### src/rtl/uart_tx_unit_if.sv
// Byte-write / serial-output bundle between the memory-control stage and the UART transmitter.
interface uart_tx_unit_if;
  logic [7:0] uart;
  logic       uartWe;
  logic       txd;
  logic       fifoFull;
  logic       txBusy;
  logic [7:0] dropCount;

  modport master (
    output uart, uartWe,
    input  txd, fifoFull, txBusy, dropCount
  );

  modport slave (
    input  uart, uartWe,
    output txd, fifoFull, txBusy, dropCount
  );
endinterface

### src/rtl/uart_tx_unit.sv
// 8N1 UART transmitter fed by a byte FIFO. Writes that arrive while the FIFO
// is full are discarded and counted in a saturating drop counter.
module uart_tx_unit #(
  parameter int unsigned CLKS_PER_BIT = 868,
  parameter int unsigned FIFO_DEPTH   = 16
) (
  input logic           clk,
  input logic           rst,
  uart_tx_unit_if.slave bus
);

  localparam int unsigned AW = $clog2(FIFO_DEPTH);
  localparam int unsigned CW = $clog2(CLKS_PER_BIT);
  localparam logic [CW-1:0] BAUD_LAST = CW'(CLKS_PER_BIT - 1);

  typedef enum logic [1:0] {
    IDLE,
    START,
    DATA,
    STOP
  } state_t;

  logic [7:0]    mem_q [FIFO_DEPTH];
  logic [AW:0]   wptr_q, wptr_d;
  logic [AW:0]   rptr_q, rptr_d;
  logic [7:0]    drop_q, drop_d;
  state_t        state_q, state_d;
  logic [CW-1:0] baud_q, baud_d;
  logic [2:0]    bit_idx_q, bit_idx_d;
  logic [7:0]    shift_q, shift_d;
  logic          txd_q, txd_d;

  logic fifo_empty;
  logic fifo_full;
  logic push;
  logic pop;
  logic baud_last;

  // Status derived purely from the registered pointers.
  always_comb begin
    fifo_empty = (wptr_q == rptr_q);
    fifo_full  = (wptr_q[AW] != rptr_q[AW]) && (wptr_q[AW-1:0] == rptr_q[AW-1:0]);
  end

  // FIFO pointer and drop-counter next state; a write while full is lost even if a pop frees a slot this cycle.
  always_comb begin
    push   = bus.uartWe && !fifo_full;
    wptr_d = push ? wptr_q + (AW+1)'(1) : wptr_q;
    rptr_d = pop  ? rptr_q + (AW+1)'(1) : rptr_q;
    drop_d = drop_q;
    if (bus.uartWe && fifo_full && (drop_q != 8'hFF)) begin
      drop_d = drop_q + 8'd1;
    end
  end

  // Byte storage; no reset needed since the pointers define validity.
  always_ff @(posedge clk) begin
    if (!rst && push) begin
      mem_q[wptr_q[AW-1:0]] <= bus.uart;
    end
  end

  // Transmitter next state; txd_d anticipates the line level of the next state so txd stays a plain flop.
  always_comb begin
    state_d   = state_q;
    baud_d    = baud_q;
    bit_idx_d = bit_idx_q;
    shift_d   = shift_q;
    txd_d     = txd_q;
    pop       = 1'b0;
    baud_last = (baud_q == BAUD_LAST);
    unique case (state_q)
      IDLE: begin
        txd_d  = 1'b1;
        baud_d = '0;
        if (!fifo_empty) begin
          pop     = 1'b1;
          shift_d = mem_q[rptr_q[AW-1:0]];
          state_d = START;
          txd_d   = 1'b0;
        end
      end
      START: begin
        if (baud_last) begin
          state_d   = DATA;
          baud_d    = '0;
          bit_idx_d = '0;
          txd_d     = shift_q[0];
        end else begin
          baud_d = baud_q + CW'(1);
        end
      end
      DATA: begin
        if (baud_last) begin
          baud_d    = '0;
          shift_d   = {1'b0, shift_q[7:1]};
          bit_idx_d = bit_idx_q + 3'd1;
          if (bit_idx_q == 3'd7) begin
            state_d = STOP;
            txd_d   = 1'b1;
          end else begin
            txd_d = shift_q[1];
          end
        end else begin
          baud_d = baud_q + CW'(1);
        end
      end
      STOP: begin
        txd_d = 1'b1;
        if (baud_last) begin
          state_d = IDLE;
          baud_d  = '0;
        end else begin
          baud_d = baud_q + CW'(1);
        end
      end
      default: begin
        state_d = IDLE;
        baud_d  = '0;
        txd_d   = 1'b1;
      end
    endcase
  end

  // All control state; reset aborts any frame and flushes the FIFO.
  always_ff @(posedge clk) begin
    if (rst) begin
      state_q   <= IDLE;
      wptr_q    <= '0;
      rptr_q    <= '0;
      drop_q    <= '0;
      baud_q    <= '0;
      bit_idx_q <= '0;
      shift_q   <= '0;
      txd_q     <= 1'b1;
    end else begin
      state_q   <= state_d;
      wptr_q    <= wptr_d;
      rptr_q    <= rptr_d;
      drop_q    <= drop_d;
      baud_q    <= baud_d;
      bit_idx_q <= bit_idx_d;
      shift_q   <= shift_d;
      txd_q     <= txd_d;
    end
  end

  assign bus.txd       = txd_q;
  assign bus.fifoFull  = fifo_full;
  assign bus.txBusy    = (state_q != IDLE) || !fifo_empty;
  assign bus.dropCount = drop_q;

endmodule

### src/flat_wrapper.sv
// flat-port wrapper written by rule: the top's interface ports become plain ports
module uart_tx_unit_flat 
#(
  parameter int unsigned CLKS_PER_BIT = 868,
  parameter int unsigned FIFO_DEPTH   = 16
)
  (clk, rst, bus_uart, bus_uartWe, bus_txd, bus_fifoFull, bus_txBusy, bus_dropCount);
  uart_tx_unit_if bus_i ();
  input logic clk;
  input logic rst;
  input wire logic [$bits(bus_i.uart)-1:0] bus_uart;
  input wire logic [$bits(bus_i.uartWe)-1:0] bus_uartWe;
  output wire logic [$bits(bus_i.txd)-1:0] bus_txd;
  output wire logic [$bits(bus_i.fifoFull)-1:0] bus_fifoFull;
  output wire logic [$bits(bus_i.txBusy)-1:0] bus_txBusy;
  output wire logic [$bits(bus_i.dropCount)-1:0] bus_dropCount;
  assign bus_i.uart = bus_uart;
  assign bus_i.uartWe = bus_uartWe;
  assign bus_txd = bus_i.txd;
  assign bus_fifoFull = bus_i.fifoFull;
  assign bus_txBusy = bus_i.txBusy;
  assign bus_dropCount = bus_i.dropCount;
  uart_tx_unit #(.CLKS_PER_BIT(CLKS_PER_BIT), .FIFO_DEPTH(FIFO_DEPTH)) u_core (.clk(clk), .rst(rst), .bus(bus_i));
endmodule
### config.mk
export PLATFORM = sky130hd
export DESIGN_NAME = uart_tx_unit_flat
export DESIGN_NICKNAME = d
export VERILOG_FILES = /design/src/rtl/uart_tx_unit_if.sv /design/src/rtl/uart_tx_unit.sv /design/src/flat_wrapper.sv
export SDC_FILE = /design/constraint.sdc
export NUM_CORES = 1
export LEC_CHECK = 0
export ABC_AREA = 1
export CAP_MARGIN = 15
export CORE_MARGIN = 8
export CORE_UTILIZATION = 58
export CTS_BUF_LIST = sky130_fd_sc_hd__clkbuf_4
export DETAILED_ROUTE_END_ITERATION = 16
export HOLD_SLACK_MARGIN = 0.06
export PLACE_DENSITY = 0.79
export SLEW_MARGIN = 20
export SYNTH_ARGS = -nofsm -noshare
export SYNTH_HDL_FRONTEND = slang
export SYNTH_SLANG_ARGS = --single-unit
### constraint.sdc
create_clock -name clk -period 2.1 [get_ports clk]
set_clock_uncertainty 0.1 [all_clocks]
set_input_delay 0.315 -clock clk [delete_from_list [all_inputs] [get_ports clk]]
set_output_delay 0.315 -clock clk [all_outputs]
set_load 0.02 [all_outputs]
# == Word-level counts from Yosys, hierarchy flattened ==
# Memory sizes are Yosys's and may differ from the RTL's. A register that Yosys moved wholly into a read port is not among the register bits.
# Cells that the tools add are included.
# word_totals
out_inout_bits,11
ff_bits,42
latchBits,0
memories,1
mem_bits_rw,128
rom_bits,0
# memory_table
name,words,width,rd,rd_ports_with_merged_regs,write_ports,line,source
u_core.mem_q,16,8,1,1,1,uart_tx_unit.sv:23,logic [7:0] mem_q [FIFO_DEPTH];
# op_classes
n_mul,0
mux,25
addsub,5
n_reduce_logical,18
shifts,0
div,0
bitwise_logic,0
n_lt_le_gt_ge,0
n_eq_ne,14
# ops
op,n
10-bit one-hot mux with 2 select lines,1
8-bit two-way mux,2
8-bit one-hot mux with 2 select lines,1
"10-bit by 1-bit adder with 10-bit output, second input constant",1
"5-bit by 1-bit adder with 5-bit output, second input constant",2
"10-bit == test, second input constant",1
10-bit two-way mux,1
2-bit two-way mux,5
"8-bit by 1-bit adder with 8-bit output, second input constant",1
1-bit two-way mux,8
4-bit two-way mux,2
"2-bit by 1-bit != test with 1-bit output, second input constant",4
"8-bit != test, second input constant",1
2-bit one-hot mux with 4 select lines,1
3-bit two-way mux,2
3-bit one-hot mux with 2 select lines,1
3-bit AND reduction,2
2-bit nonzero test,3
5-bit == test,1
1-bit logical AND,5
5-bit AND reduction,1
"2-bit == test, second input constant",2
4-bit == test,1
1-bit one-hot mux with 4 select lines,1
10 further kinds,12

# == Logic depth before layout (Yosys ltp) ==
# Gate-level depths: netlist of the first run.
# depth
depth_word,7
ltp_mapped,12

# == Worst setup path before layout of the first run ==
# OpenSTA, ideal clock, no wires.
# synth_timing
path_type,register -> register
from,register u_core.wptr_q[3]
to,memory u_core.mem_q[11][0] (enable)
arrival_ns,1.711
period_less_slack_ns,2.195
slack_ns,-0.095
path_stages_with_launch,10
n_path_buf,0
required_ns,1.617
path_cell_list,dfxtp_1 xor2_1 nor2_2 nand2_2 nor2_4 inv_1 nand2_4 nor2_4 inv_1 nor3_1
# synth_between
elab_chain_cells,7
# synth_rtl
item,line,source
"start, declared",uart_tx_unit.sv:24,"logic [AW:0] wptr_q, wptr_d;"
"start signal, assigned",uart_tx_unit.sv:138,wptr_q <= wptr_d;
4-bit == test,uart_tx_unit.sv:42,fifo_full = (wptr_q[AW] != rptr_q[AW]) && (wptr_q[AW-1:0] == rptr_q[AW-1:0]);
1-bit logical AND,uart_tx_unit.sv:42,
net bus_fifoFull,flat_wrapper.sv:14,output wire logic [$bits(bus_i.fifoFull)-1:0] bus_fifoFull;
1-bit zero test,uart_tx_unit.sv:47,push = bus.uartWe && !fifo_full;
1-bit logical AND,uart_tx_unit.sv:47,
1-bit logical AND,uart_tx_unit.sv:58,if (!rst && push) begin
1-bit two-way mux,uart_tx_unit.sv:58,
1-bit two-way mux (not written as such),uart_tx_unit.sv:59,mem_q[wptr_q[AW-1:0]] <= bus.uart;
"end, declared",uart_tx_unit.sv:23,
# The timed path passes the listed nets, and every way through them passes these cells.

# == Worst setup path in the final report of the first run ==
# layout_timing
from,register u_core.rptr_q[2]
to,output bus_txBusy
# layout_between
elab_chain_cells,3
# layout_rtl
item,line,source
"start, declared",uart_tx_unit.sv:25,"logic [AW:0] rptr_q, rptr_d;"
"start signal, assigned",uart_tx_unit.sv:139,rptr_q <= rptr_d;
5-bit == test,uart_tx_unit.sv:41,fifo_empty = (wptr_q == rptr_q);
1-bit zero test,-,
1-bit logical OR,uart_tx_unit.sv:150,assign bus.txBusy = (state_q != IDLE) || !fifo_empty;
"end, declared",flat_wrapper.sv:15,output wire logic [$bits(bus_i.txBusy)-1:0] bus_txBusy;
# Every way passes these cells.

==> results of run 1 <==
synth_stat cells, types with 2 or more instances:
master,n
nor2_2,2
nor2_1,82
xor2_1,9
clkinv_1,2
xnor2_1,4
nor3b_1,2
nor2_4,2
o21a_1,2
edfxtp_1,128
nor3_1,6
nand2_1,216
dfxtp_1,46
inv_1,88
nand2_2,4
nand3_1,97
inv_2,3
a21oi_1,30
buf_6,3
o211ai_1,4
buf_1,2
o21ai_0,25
buf_2,13
ha_1,14
clkbuf_1,13
nand4_1,3
path summary, 6_finish.rpt:
| path | to | startpoint |
|---|---|---|
| worst max-delay path | bus_txBusy | u_core.rptr_q[2] |
| worst min-delay path | u_core.mem_q[6][7] | bus_uart[7] |
| worst max register to register | u_core.mem_q[3][7] | u_core.rptr_q[3] |
| worst min register to register | u_core.shift_q[7] | u_core.shift_q[7] |
power breakdown:
| part | internal [mW] | total (mW) | switching, mW |
|---|---|---|---|
| clock network | 1.32 | 2.39 | 1.07 |
| registers | 3.84 | 3.94 | 0.0992 |
| logic | 0.849 | 2.63 | 1.78 |
| total | 6.00 | 8.96 | 2.95 |
worst max-delay path, cell delays in order (launching register included):
cell	delay, ns
dfxtp_2	0.37
inv_1	0.06
nand2_1	0.06
nand2_1	0.06
nor2_2	0.13
buf_4	0.13
nand4_2	0.12
buf_4	0.20
metal layers:
| layer | wire (um) | vias up | share of wire (%) | track usage [%] |
|---|---|---|---|---|
| met2 | 8470 | 229 | 51 | 33.8 |
| met1 | 6700 | 2687 | 40 | 23.1 |
| met4 | 450 | 0 | 2.7 | 7.62 |
| li1 | - | 2764 | - | - |
| met5 | 0 | - | 0 | 0 |
| met3 | 1010 | 44 | 6.0 | 3.96 |
timing repair:
item,CTS,global route
endpoints found under the hold margin,0,0
gates resized for setup,17,17
setup buffers,1,2
endpoints found under the setup margin,3,132
pin swaps,1,2
kinds of logic after synthesis:
| group | share of synthesized area [%] |
|---|---|
| fa+ha+maj | 2.27 |
| buf+inv | 6.73 |
| flops | 61.9 |
| xor+xnor | 1.69 |
| compound gates | 4.47 |
| simple gates | 23.0 |
sequential cells by signal (all words and copies together), names as in the netlist, named ones only:
name / count
u_core.wptr_q: 5
u_core.bit_idx_q: 3
u_core.mem_q: 128
u_core.rptr_q: 5
u_core.shift_q: 8
u_core.bus.dropCount: 8
u_core.bus.txd: 1
u_core.state_q: 2
u_core.baud_q: 10
cell type report:
class | count | area (um^2)
flip-flops and latches | 174 | 4780
fillers | 968 | 4320
multi-input cells | 510 | 2450
repair buffers | 68 | 579
inverters | 94 | 355
clock inverters | 13 | 243
well taps | 176 | 220
clock buffers | 19 | 143
==> impl_metrics.ini, run 1 <==
[timing]
rsz0062_at_grt = yes
tightest_slew_ns = 0.630
fmax_mhz = 483
setup_slack_ns = 0.0275
hold-worst-slack_ns = 0.360
fin_setup_tns_ns = 0
min_period_over_period_pct = 98.7
slew_viol_final = 0
setup_violations = 0
relSlewSlack_pct = 57.9
fin_crit_ns = 2.07
hold_violations = 0

[die]
dieHeight_um = 131
initial_core_util_pct = 58.8
rows = 42
core_mm2 = 0.0131
fp.dieW_um = 131
die-area_mm2 = 0.0172
ios = 22

[clock_tree]
clk_latency_ns = 0.55
path_clk_slew_ns = 0.12
holdBufCountCts = 0
cts_buffers = 17
htreeDepth = 4
cts_tree = done
clock-root-buffer = clkbuf_4
clkSinkCount = 174
cts_buffer_depth = 2

[placement]
hpwl_um = 11100
gp_congestion = 0.862
placed_cells = 1019
port_buffers = 21
place_area_mm2 = 0.00831
place_ws_ns = 0.0293

[detailed_routing]
first_pass_iters = 6
drc = 0
avgViaCountPerCell = 5.43
wl_um = 16600
wl_per_cell_um = 15.8
vias = 5724
drt-initial-drc-count = 580
ant_nets = 0

[yosys]
yosysWarnings = 0
syn_nets = 835
ys.flop_type = edfxtp_1
yosysUniqueCellTypes = 35
syn_area_mm2 = 0.00770
synth_top_area_cell = edfxtp_1
netlist.area_leader.share_pct = 49.9
yosys-top-cells-area = edfxtp_1, dfxtp_1, nand2_1
synth_edf_count = 128
ys_seq_area_share_pct = 61.9
synth_seq_cells = 174
synth-async-reset-ratio_pct = 0
syn_avg_cell_area_um2 = 9.51
synthCells = 810

[pwr]
power_density_mw_per_mm2 = 1020
leakagePower_nw = 3.60
finalPower_mw = 8.96
ir_drop_uv = 518

[worst_setup_path]
start_kind = flop
critPathCaptureType = output pin
crit_required_ns = 1.68
crit_fanout = 3
rrSetupSlack_ns = 0.11
crit_type = reg2out
r2r_cells = 11
critPathArrivalTime_ns = 1.66

[finish]
final_util_pct = 67.0
finalNetCount = 890
syn_to_final_growth_pct = 13.8
final_common_cell = nand2_1
mostFrequentLayoutCells = nand2_1, edfxtp_1, nand3_1, inv_1, nor2_1
stdcell_count = 1054
drive_gt1_share_pct = 13.1
n_antenna_cell = 0
finalInstanceArea_mm2 = 0.00877

[global_routing]
grt_antenna_before_repair = 0
grt_use_total_pct = 19.4
gr-total-overflow = 0
grt_pass1_wl_um = 26800
grt_max_degree = 69
grt_pass1_vias = 5551

[min_path]
whs_path_depth = 1
worstHoldPathType = in2reg

[run]
maxCapViolations = 0

[status]
status = finished clean
(Power assumes the default switching activity.)
==> run 2, diff against run 1 <==
--- a/config.mk
+++ b/config.mk
@@ -7,12 +7,15 @@
 export LEC_CHECK = 0
 export ABC_AREA = 1
 export CAP_MARGIN = 15
+export CELL_PAD_IN_SITES_DETAIL_PLACEMENT = 0
+export CELL_PAD_IN_SITES_GLOBAL_PLACEMENT = 2
 export CORE_MARGIN = 8
-export CORE_UTILIZATION = 58
+export CORE_UTILIZATION = 37
 export CTS_BUF_LIST = sky130_fd_sc_hd__clkbuf_4
+export CTS_CLUSTER_SIZE = 30
 export DETAILED_ROUTE_END_ITERATION = 16
 export HOLD_SLACK_MARGIN = 0.06
-export PLACE_DENSITY = 0.79
+export PLACE_DENSITY_LB_ADDON = 0.1
 export SLEW_MARGIN = 20
 export SYNTH_ARGS = -nofsm -noshare
 export SYNTH_HDL_FRONTEND = slang
==> impl_metrics.ini, run 2 (synthesized netlist as in run 1, its figures left out) <==
[status]
status = finished clean

[die]
core_mm2 = 0.0204
ios = 22
initial_core_util_pct = 37.8
dieHeight_um = 160
rows = 52
fp.dieW_um = 160
die-area_mm2 = 0.0257

[timing]
hold_violations = 0
rsz0062_at_grt = yes
fmax_mhz = 491
tightest_slew_ns = 0.582
min_period_over_period_pct = 97.0
relSlewSlack_pct = 61.2
fin_crit_ns = 2.04
slew_viol_final = 0
setup_violations = 0

[detailed_routing]
wl_per_cell_um = 16.2
ant_nets = 0
vias = 5480
first_pass_iters = 5
drt-initial-drc-count = 331
wl_um = 18600
drc = 0
avgViaCountPerCell = 4.76

[worst_setup_path]
crit_type = reg2out
critPathArrivalTime_ns = 1.62
start_kind = flop
rrSetupSlack_ns = 0.12
crit_fanout = 2
critPathCaptureType = output pin
crit_required_ns = 1.68

[pwr]
ir_drop_uv = 866
leakagePower_nw = 3.64
power_density_mw_per_mm2 = 968
finalPower_mw = 8.54

[global_routing]
grt_antenna_before_repair = 1
grt_max_degree = 69
grt_pass1_wl_um = 30400
grt_pass1_vias = 5574
grt_use_total_pct = 15.2
gr-total-overflow = 0

[clock_tree]
htreeDepth = 4
clkSinkCount = 174
clk_latency_ns = 0.55
path_clk_slew_ns = 0.13
cts_tree = done
cts_buffers = 17
clock-root-buffer = clkbuf_4
cts_buffer_depth = 2

[finish]
stdcell_count = 1152
final_util_pct = 43.3
final_common_cell = nand2_1
drive_gt1_share_pct = 13.1
fillers = 1993
mostFrequentLayoutCells = nand2_1, edfxtp_1, nand3_1, inv_1, nor2_1
syn_to_final_growth_pct = 14.5
largest_register_ff_count = 128
finalNetCount = 894
finalInstanceArea_mm2 = 0.00882

[min_path]
worstHoldPathType = reg2reg

[placement]
hpwl_um = 12700
place_area_mm2 = 0.00846
placed_cells = 1115
gp_congestion = 0.791
port_buffers = 21

[run]
maxCapViolations = 0
-- run 2: cell count changes in the layout (fill, tap and decap cells not counted), sizes merged --
cell and delta:
clkinvlp +1, dlygate4sd2 +3, bufinv -5, diode +1
dlymetal6s2s +3, buf +4, clkbuf +1, inv +1
clkdlybuf4s50 -6, clkinv +1
-- run 2: final cells by class --
class | instances | area (um^2) | area share (%)
Sequential cell | 174 | 4780 | 54.2
Multi-Input combinational cell | 510 | 2440 | 27.7
Timing Repair Buffer | 72 | 633 | 7.18
Inverter | 94 | 355 | 4.03
Tap cell | 270 | 338 | 3.83
Clock buffer | 20 | 150 | 1.70
Clock inverter | 11 | 119 | 1.35
Antenna cell | 1 | 2.50 | 0.0284
-- run 2: routing by layer --
layer / share of wire, % / GRT usage [%]
met5: 0 / 0
met4: 0.56 / 3.70
met2: 48 / 24.8
met3: 4.9 / 3.16
met1: 47 / 20.1
-- run 2: repair_timing --
action | in CTS | in global routing
pin swaps | 4 | 4
setup endpoints to repair | 6 | 46
buffers inserted | 2 | 3
resized for setup | 22 | 16
hold buffers | 0 | 0
-- run 2: metrics by stage --
stage                     hold slack [ns]  TNS, ns  setup WS [ns]
after floorplan                     0.314    -2.27        -0.0945
after global placement              0.326        0         0.0843
after detailed placement            0.335        0         0.0899
after CTS                           0.340        0        0.00663
after global routing                0.352   -0.352        -0.0746
final                               0.352        0         0.0623
-- run 2: worst paths after layout --
kind / cells after the start / from / end
min reg2reg: 1 / u_core.baud_q[0] / u_core.baud_q[0]
max: 5 / u_core.wptr_q[3] / bus_txBusy
max reg2reg: 10 / u_core.rptr_q[3] / u_core.mem_q[15][1]
min: 1 / u_core.baud_q[0] / u_core.baud_q[0]
-- run 2: where the power goes --
group	total [mW]	internal [mW]	switching [mW]
clock network	1.87	0.736	1.14
registers	3.93	3.84	0.0928
logic	2.74	0.920	1.82
total	8.54	5.49	3.05
-- run 2: critical path: stages (launching register included) --
cell     delay, ns
dfxtp_1       0.35
xor2_1        0.17
nor2_2        0.16
buf_4         0.15
nand4_4       0.11
buf_6         0.16
